$ cat config.mk
export PLATFORM = sky130hd
export DESIGN_NAME = beam_trigger_gen
export DESIGN_NICKNAME = d
export VERILOG_FILES = /design/src/rtl/beam_trigger_gen.sv
export SDC_FILE = /design/constraint.sdc
export NUM_CORES = 1
export LEC_CHECK = 0
export BUFFER_PORTS_ARGS = -buffer_cell sky130_fd_sc_hd__buf_2
export CORE_AREA = 2 2 220 168
export CTS_BUF_LIST = sky130_fd_sc_hd__clkbuf_16
export CTS_CLUSTER_SIZE = 20
export DETAILED_ROUTE_END_ITERATION = 6
export DIE_AREA = 0 0 222 170
export PLACE_DENSITY = 0.47
export SLEW_MARGIN = 30
export SYNTH_ARGS = -nofsm -noshare
export SYNTH_HDL_FRONTEND = slang
export SYNTH_SLANG_ARGS = --single-unit
$ cat constraint.sdc
create_clock -name clk_i -period 3.7 [get_ports clk_i]
set_input_delay 0.37 -clock clk_i [delete_from_list [all_inputs] [get_ports clk_i]]
set_output_delay 0.37 -clock clk_i [all_outputs]
set_load 0.01 [all_outputs]
$ cat src/rtl/beam_trigger_gen.sv
// beam_trigger_gen: masks and coalesces per-beam primary hits into timestamped events on valid/ready.
// Define BEAM_SCALERS_EN to build per-beam secondary-hit scalers and their read port.
module beam_trigger_gen #(
  parameter int NBEAMS = 48,
  parameter int WINDOW_LEN = 4
) (
  input  logic                  clk_i,
  input  logic                  rst_i,
  input  logic [2*NBEAMS-1:0]   trigger_i,
  input  logic [NBEAMS-1:0]     mask_i,
  input  logic                  mask_wr_i,
  input  logic [15:0]           holdoff_i,
  output logic                  trig_valid_o,
  input  logic                  trig_ready_i,
  output logic [NBEAMS-1:0]     trig_beams_o,
  output logic [31:0]           trig_time_o,
  output logic [15:0]           missed_o
`ifdef BEAM_SCALERS_EN
  ,
  input  logic [5:0]            scaler_addr_i,
  input  logic                  scaler_clr_i,
  output logic [15:0]           scaler_o
`endif
);
  localparam logic [1:0] S_IDLE = 2'd0;
  localparam logic [1:0] S_ACC  = 2'd1;
  localparam logic [1:0] S_PRES = 2'd2;
  localparam logic [1:0] S_HOLD = 2'd3;
  logic [NBEAMS-1:0] r_prim;
  logic [NBEAMS-1:0] r_mask;
  logic [NBEAMS-1:0] r_beams;
  logic [31:0]       r_tcnt;
  logic [31:0]       r_time;
  logic [1:0]        r_state;
  logic [3:0]        r_wcnt;
  logic [15:0]       r_hcnt;
  logic [15:0]       r_missed;
  logic [NBEAMS-1:0] w_hit;
  logic              w_any;
  logic              w_drop;
  assign w_hit  = r_prim & ~r_mask;
  assign w_any  = |w_hit;
  assign w_drop = (r_state == S_PRES) || (r_state == S_HOLD);
  assign trig_valid_o = r_state == S_PRES;
  assign trig_beams_o = r_beams;
  assign trig_time_o  = r_time;
  assign missed_o     = r_missed;
  always_ff @(posedge clk_i) begin
    if (rst_i) begin
      r_prim   <= '0;
      r_mask   <= '1;
      r_beams  <= '0;
      r_tcnt   <= '0;
      r_time   <= '0;
      r_state  <= S_IDLE;
      r_wcnt   <= '0;
      r_hcnt   <= '0;
      r_missed <= '0;
    end else begin
      r_prim <= trigger_i[NBEAMS-1:0];
      r_tcnt <= r_tcnt + 32'd1;
      if (mask_wr_i) r_mask <= mask_i;
      if (w_drop && w_any && ~&r_missed) r_missed <= r_missed + 16'd1;
      case (r_state)
        S_IDLE: if (w_any) begin
          r_beams <= w_hit;
          r_time  <= r_tcnt;
          r_wcnt  <= 4'(WINDOW_LEN > 1 ? WINDOW_LEN - 2 : 0);
          r_state <= WINDOW_LEN == 1 ? S_PRES : S_ACC;
        end
        S_ACC: begin
          r_beams <= r_beams | w_hit;
          r_wcnt  <= r_wcnt - 4'd1;
          if (r_wcnt == 4'd0) r_state <= S_PRES;
        end
        S_PRES: if (trig_ready_i) begin
          r_hcnt  <= holdoff_i;
          r_state <= holdoff_i == 16'd0 ? S_IDLE : S_HOLD;
        end
        default: begin
          r_hcnt <= r_hcnt - 16'd1;
          if (r_hcnt == 16'd1) r_state <= S_IDLE;
        end
      endcase
    end
  end
`ifdef BEAM_SCALERS_EN
  logic [NBEAMS-1:0] r_sec;
  logic [15:0]       r_scal [NBEAMS];
  logic [15:0]       r_scaler;
  assign scaler_o = r_scaler;
  // clear wins over a coincident increment
  always_ff @(posedge clk_i) begin
    r_sec <= rst_i ? '0 : trigger_i[2*NBEAMS-1:NBEAMS];
    for (int b = 0; b < NBEAMS; b++)
      r_scal[b] <= (rst_i || scaler_clr_i) ? 16'd0 : r_scal[b] + 16'(r_sec[b] && ~&r_scal[b]);
    r_scaler <= (rst_i || 32'(scaler_addr_i) >= NBEAMS) ? 16'd0 : r_scal[scaler_addr_i];
  end
`else
  logic w_unused;
  assign w_unused = ^trigger_i[2*NBEAMS-1:NBEAMS];
`endif
endmodule

# --- After elaboration in Yosys (flattened, before gate mapping) ---
# Cells that the tools add are included.
totals:
  regBits: 246
  inputBits: 164
  out_inout_bits: 97
  word_cells: 52
op_classes:
  addsub: 4
  eq_ne: 7
  n_mux: 12
  n_bitwise: 4
  reduce_logical: 16
ops:
  columns: ["operator", "n"]
  rows:
  - ["$pmux W48 S2", 1]
  - ["$and A48 B48 Y48", 1]
  - ["$mux W48", 1]
  - ["$not A48 Y48", 1]
  - ["$or A48 B48 Y48", 1]
  - ["$reduce_or A48 Y1", 1]
  - ["$add A32 B1 Y32 const B", 1]
  - ["$pmux W16 S2", 1]
  - ["$add A16 B1 Y16 const B", 1]
  - ["$eq A16 B1 Y1 const B", 1]
  - ["$logic_not A16 Y1", 1]
  - ["$mux W16", 1]
  - ["$reduce_and A16 Y1", 1]
  - ["$sub A16 B1 Y16 const B", 1]
  - ["$mux W2", 5]
  - ["$pmux W4 S2", 1]
  - ["$pmux W2 S3", 1]
  - ["$reduce_and A2 Y1", 3]
  - ["$eq A2 B2 Y1 const B", 2]
  - ["$logic_not A4 Y1", 1]
  - ["$mux W4", 1]
  - ["$ne A2 B2 Y1 const B", 2]
  - ["$reduce_and A4 Y1", 1]
  - ["$reduce_bool A4 Y1", 1]
  - ["other kinds (10)", 11]

# --- Longest topological paths before layout ---
depth:
  depth_word: 5
  mapped_depth: 8
  depth_no_buf: 8

# --- Worst setup path before layout ---
# OpenSTA, ideal clock, no wires.
synth_timing:
  path_kind: "reg-to-reg"
  from: "register r_missed[0], in the netlist missed_o[0]"
  to: "register r_missed[0], in the netlist missed_o[0]"
  setup_ns: 0.121
  arrival_time_ns: 1.756
  path_slack_ns: 1.823
  path_stages_with_launch: 7
  cell_sequence: "dfxtp_1 -> ha_1 -> and3_1 -> and3_1 -> buf_2 -> nor3b_1 -> mux2_2"
synth_via:
  elab_chain_len: 3
  word_cells_on_any_way: 4
  classes_between: "1 x add/sub; 3 x reduce/logical"
synth_rtl:
  columns: ["item", "line", "source"]
  rows:
  - ["from (decl)", "37", "logic [15:0] r_missed;"]
  - ["from (signal assigned)", "63", "if (w_drop && w_any && ~&r_missed) r_missed <= r_missed + 16'd1;"]
  - ["branches (longest 3 deep; another with $add A16 B1 Y16)", null, null]
# Several ways; the timed one is not identified.
# A chain may end at the register's enable or synchronous reset.

# --- Worst setup path in the final report ---
layout_timing:
  from: "register r_mask[11]"
  to: "register r_beams[15], in the netlist trig_beams_o[15]"
layout_via:
  elab_chain_len: 5
layout_rtl:
  columns: ["item", "line", "source"]
  rows:
  - ["from (decl)", "30", "logic [NBEAMS-1:0] r_mask;"]
  - ["from (signal assigned)", "62", "if (mask_wr_i) r_mask <= mask_i;"]
  - ["$not A48 Y48", "41", "assign w_hit = r_prim & ~r_mask;"]
  - ["$and A48 B48 Y48", "41", null]
  - ["$reduce_or A48 Y1", "42", "assign w_any = |w_hit;"]
  - ["$ne A2 B2 Y1 (no line)", null, null]
  - ["$reduce_and A2 Y1 (no line)", null, null]
  - ["to (signal assigned)", "66", "r_beams <= w_hit;"]
  - ["to (signal assigned)", "72", "r_beams <= r_beams | w_hit;"]
  - ["to (decl)", "31", "logic [NBEAMS-1:0] r_beams;"]
# Every way passes these cells.

==> results.md <==
* Worst Setup Path Type: flop to flop
* Layout Skew at 0.0309 ns
* WL/cell at 16.7 um
* Final Slew Violations at 0
* Reg-to-Reg Start: r_mask[11]
* Outcome: finished clean
* Final WL at 30900 um
* WHS at 0.0318 ns
* Tmin final at 3.00 ns
* Num rows at 60
* Final setup TNS at 0 ns
* I/O pin cnt at 261
* Post-synth EDFFs at 0
* Clk slew on worst S/H paths at 0.06 ns
* Final Util at 37.5%
* Global-route wire length before repair at 48800 um
* CTS Sinks at 246
* Pwr Density at 512 mW/mm^2
* Iteration-0 DRC Markers at 475
* Tot Pwr at 6.82 mW
* Endpoint class of the critical path: flop
* RSZ-0062 raised after global routing: false
* Xor/xnor cell area share of the yosys netlist at 1.67%
* Vias in the first global route at 8639
* Synth cell types at 54
* Setup crit start: r_mask[11]
* Area leader, netlist: dfxtp_1
* Initial Util at 29.6%
* DRC Markers at 0
* Combinational power share at 18.6%
* CP Max Fanout at 66
* Reg-to-reg slack, setup at 0.70 ns
* Total die area at 0.0377 mm^2
* Antenna violations before repair at 1
* Largest cells by area after synthesis: dfxtp_1 47%, nor2b_1 6.6%, nor2_1 5.5%
* HP Class: input port to flop
* Sequential-to-total area share from yosys stat at 46.9%
* Compound-Gate Fraction of Synth Area at 16.8%
* Max-cap viol count at 0
* Total number of yosys warnings at 0
* Fmax at 333 MHz
* Post-Synth Simple-Gate Area at 25.9%
* Clock share of power at 38.9%
* Synth async-reset ratio at 0%
* Post-Syn Area at 0.0105 mm^2
* Antenna Nets Post-Route at 0
* Top Usage Layer GRT: met2
* Slew margin rel. at 43.4%
* GRT met1 Usage at 22.9%
* TritonCTS buffer count at 28
* N_diodes at 0
* Via count at 9056
* Synthesized area per cell at 9.09 um^2
* Die width at 222 um
* Hold Fails Final Rpt at 0
* P_int at 4.84 mW
* Adder-cell share of the synthesized area at 0.715%
* Largest family of logic cells by synthesized area: simple AND/OR/NAND/NOR gates
* Reg power frac at 42.5%
* Setup crit end: trig_beams_o[15]
* P_sw at 1.97 mW
* Worst Path Required at 4.08 ns
* Core Area at 0.0355 mm^2
* Worst reg2reg path depth at 7
* Gp weighted congestion at 0.750
* CTS tree: done
* Leak at 5.75 nW
* Clock tree root driver cell: clkbuf_16
* Multiplexer share of the synthesized area at 4.54%
* Max Root-Sink Buffers at 3
* Syn nets at 1326
* Met2 GRT Util at 25.0%
* Largest net degree at the start of global routing at 138
* FF-to-FF End: trig_beams_o[15]
* Worst Tran Pin Value at 0.848 ns
* Synth Flop Type: dfxtp_1
* Router iterations before antenna repair at 4
* Placed wire-length estimate at 20500 um
* Final worst-path cycle share at 81.1%
* Final setup vio count at 0
* Met3 Resource Use GR at 3.44%
* GR Util All Layers at 16.1%
* Number of synthesized register bits at 246
* Vias per cell at 4.89
* Critical path launch point type: flop
* H-tree level count at 1
* Cells after Synth at 1156
* Remaining Overflow, GRT at 0
* VDD IR max at 0.000240 V
* Net Sw Frac at 28.9%
* Crit path DAT at 3.38 ns
* Clk_lat worst skew at 0.56 ns
* Yosys top cell area share at 46.9%
* Layout cells sized above 1 at 20.8%
* IO Port Bufs at 212
* Die height at 170 um
* Area Overhead vs Synth at 26.7%
* Layout net count at 1543
cells in the mapped netlist, types with 3 or more instances:
library cell  instances
nand2_1              31
a211o_1              48
a21oi_1              30
o21bai_1             48
nor4_1                6
a22oi_1               6
or3_1                11
ha_1                  6
o32ai_1               3
and4_1                3
inv_1                12
xor2_1               12
and3_1                7
nor4_2                4
a211oi_1              6
nor4b_1               5
nor3b_1               3
o21ai_0              31
a311oi_1             52
buf_1                11
nand2b_1             55
nor2_1              154
nand4_1              22
mux2_2               13
nor2b_1             111
nand3_1              22
dfxtp_1             246
mux2i_1              33
buf_2                11
nor3_1               59
clkbuf_1             59
xnor2_1               8
per-layer routing:
metal / vias to the layer above / part of all wire [%] / wire length, um
met2: 163 / 43 / 13300
met4: 2 / 1.7 / 523
met3: 36 / 4.4 / 1350
met1: 4293 / 51 / 15700
met5: - / 0.039 / 12
li1: 4562 / - / -
power groups by stage:
stage	combinational [mW]	sequential [mW]	clock (mW)
2_1_floorplan	0.886	2.91	0
3_3_place_gp	1.23	2.95	0
3_5_place_dp	1.23	2.95	0
4_1_cts	1.28	2.90	2.76
5_1_grt	1.41	2.92	2.86
6_report	1.27	2.90	2.65
worst max-delay path: stages, from the launching register on:
cell	delay, ns
dfxtp_1	0.31
nand2b_1	0.29
nand4_1	0.24
nor4_2	0.57
nand3_4	0.54
buf_4	0.52
nor3_1	0.24
a311oi_1	0.07
sequential cells by signal (all words and copies together) (netlist names):
| signal | cells |
|---|---|
| r_wcnt | 4 |
| r_mask | 48 |
| r_hcnt | 16 |
| r_tcnt | 32 |
| missed_o | 16 |
| r_prim | 48 |
| trig_beams_o | 48 |
| trig_time_o | 32 |
| r_state | 2 |
area by class of cell:
type                    count  area (um^2)
multi-input cells         816         5240
clock inverters            16          154
inverters                  13         48.8
well taps                 465          582
fillers                  3590        22200
clock buffers              28          701
repair buffers            268         1650
flip-flops and latches    246         4930
through the flow:
stage,instances,worst slack [ns],cell area [um^2]
final,1852,0.699,13300
after global routing,1852,0.370,13300
after CTS,1851,0.703,13300
after detailed placement,1762,0.731,12000
after global placement,1762,0.806,12000
after floorplan,1156,1.82,10500
cell families (layout without fill, tap and decap cells):
family                   Yosys count  after routing
AO/OA/AOI/OAI                    237            237
XOR/XNOR                          20             20
adder cells (fa/ha/maj)            6              6
buffers and inverters             94            325
flip-flops                       246            246
multiplexers                      46             46
AND/OR/NAND/NOR                  507            507
placed cells by master, fill, tap and decap left out, types with 11 or more instances in the layout:
cell / n
dfxtp_1: 244
buf_2: 210
nor2_1: 153
nor2b_1: 111
nor3_1: 59
nand2b_1: 55
a311oi_1: 52
o21bai_1: 48
a211o_1: 48
dlygate4sd3_1: 45
mux2i_1: 33
nand2_1: 31
o21ai_0: 31
a21oi_1: 30
clkbuf_16: 28
nand4_1: 22
nand3_1: 22
inv_1: 18
mux2_2: 13
xor2_1: 12
or3_1: 11
what timing repair did:
item                      in CTS  in global routing
hold buffers                  45                  0
hold endpoints to repair      45                  0
gates resized for setup        0                  0
setup buffers                  0                  0
worst min-delay path by stage:
stage                        startpoint         end  slack (ns)  depth (start not counted)
after global routing         mask_i[43]  r_mask[43]       0.008                          2
after detailed placement      r_tcnt[0]   r_tcnt[0]        0.46                          1
after floorplan               r_tcnt[0]   r_tcnt[0]        0.43                          1
final                     trigger_i[41]  r_prim[41]        0.03                          2
after CTS                 trigger_i[41]  r_prim[41]       0.002                          2
after global placement        r_tcnt[0]   r_tcnt[0]        0.45                          1
Power figures use the tool's default switching activity.
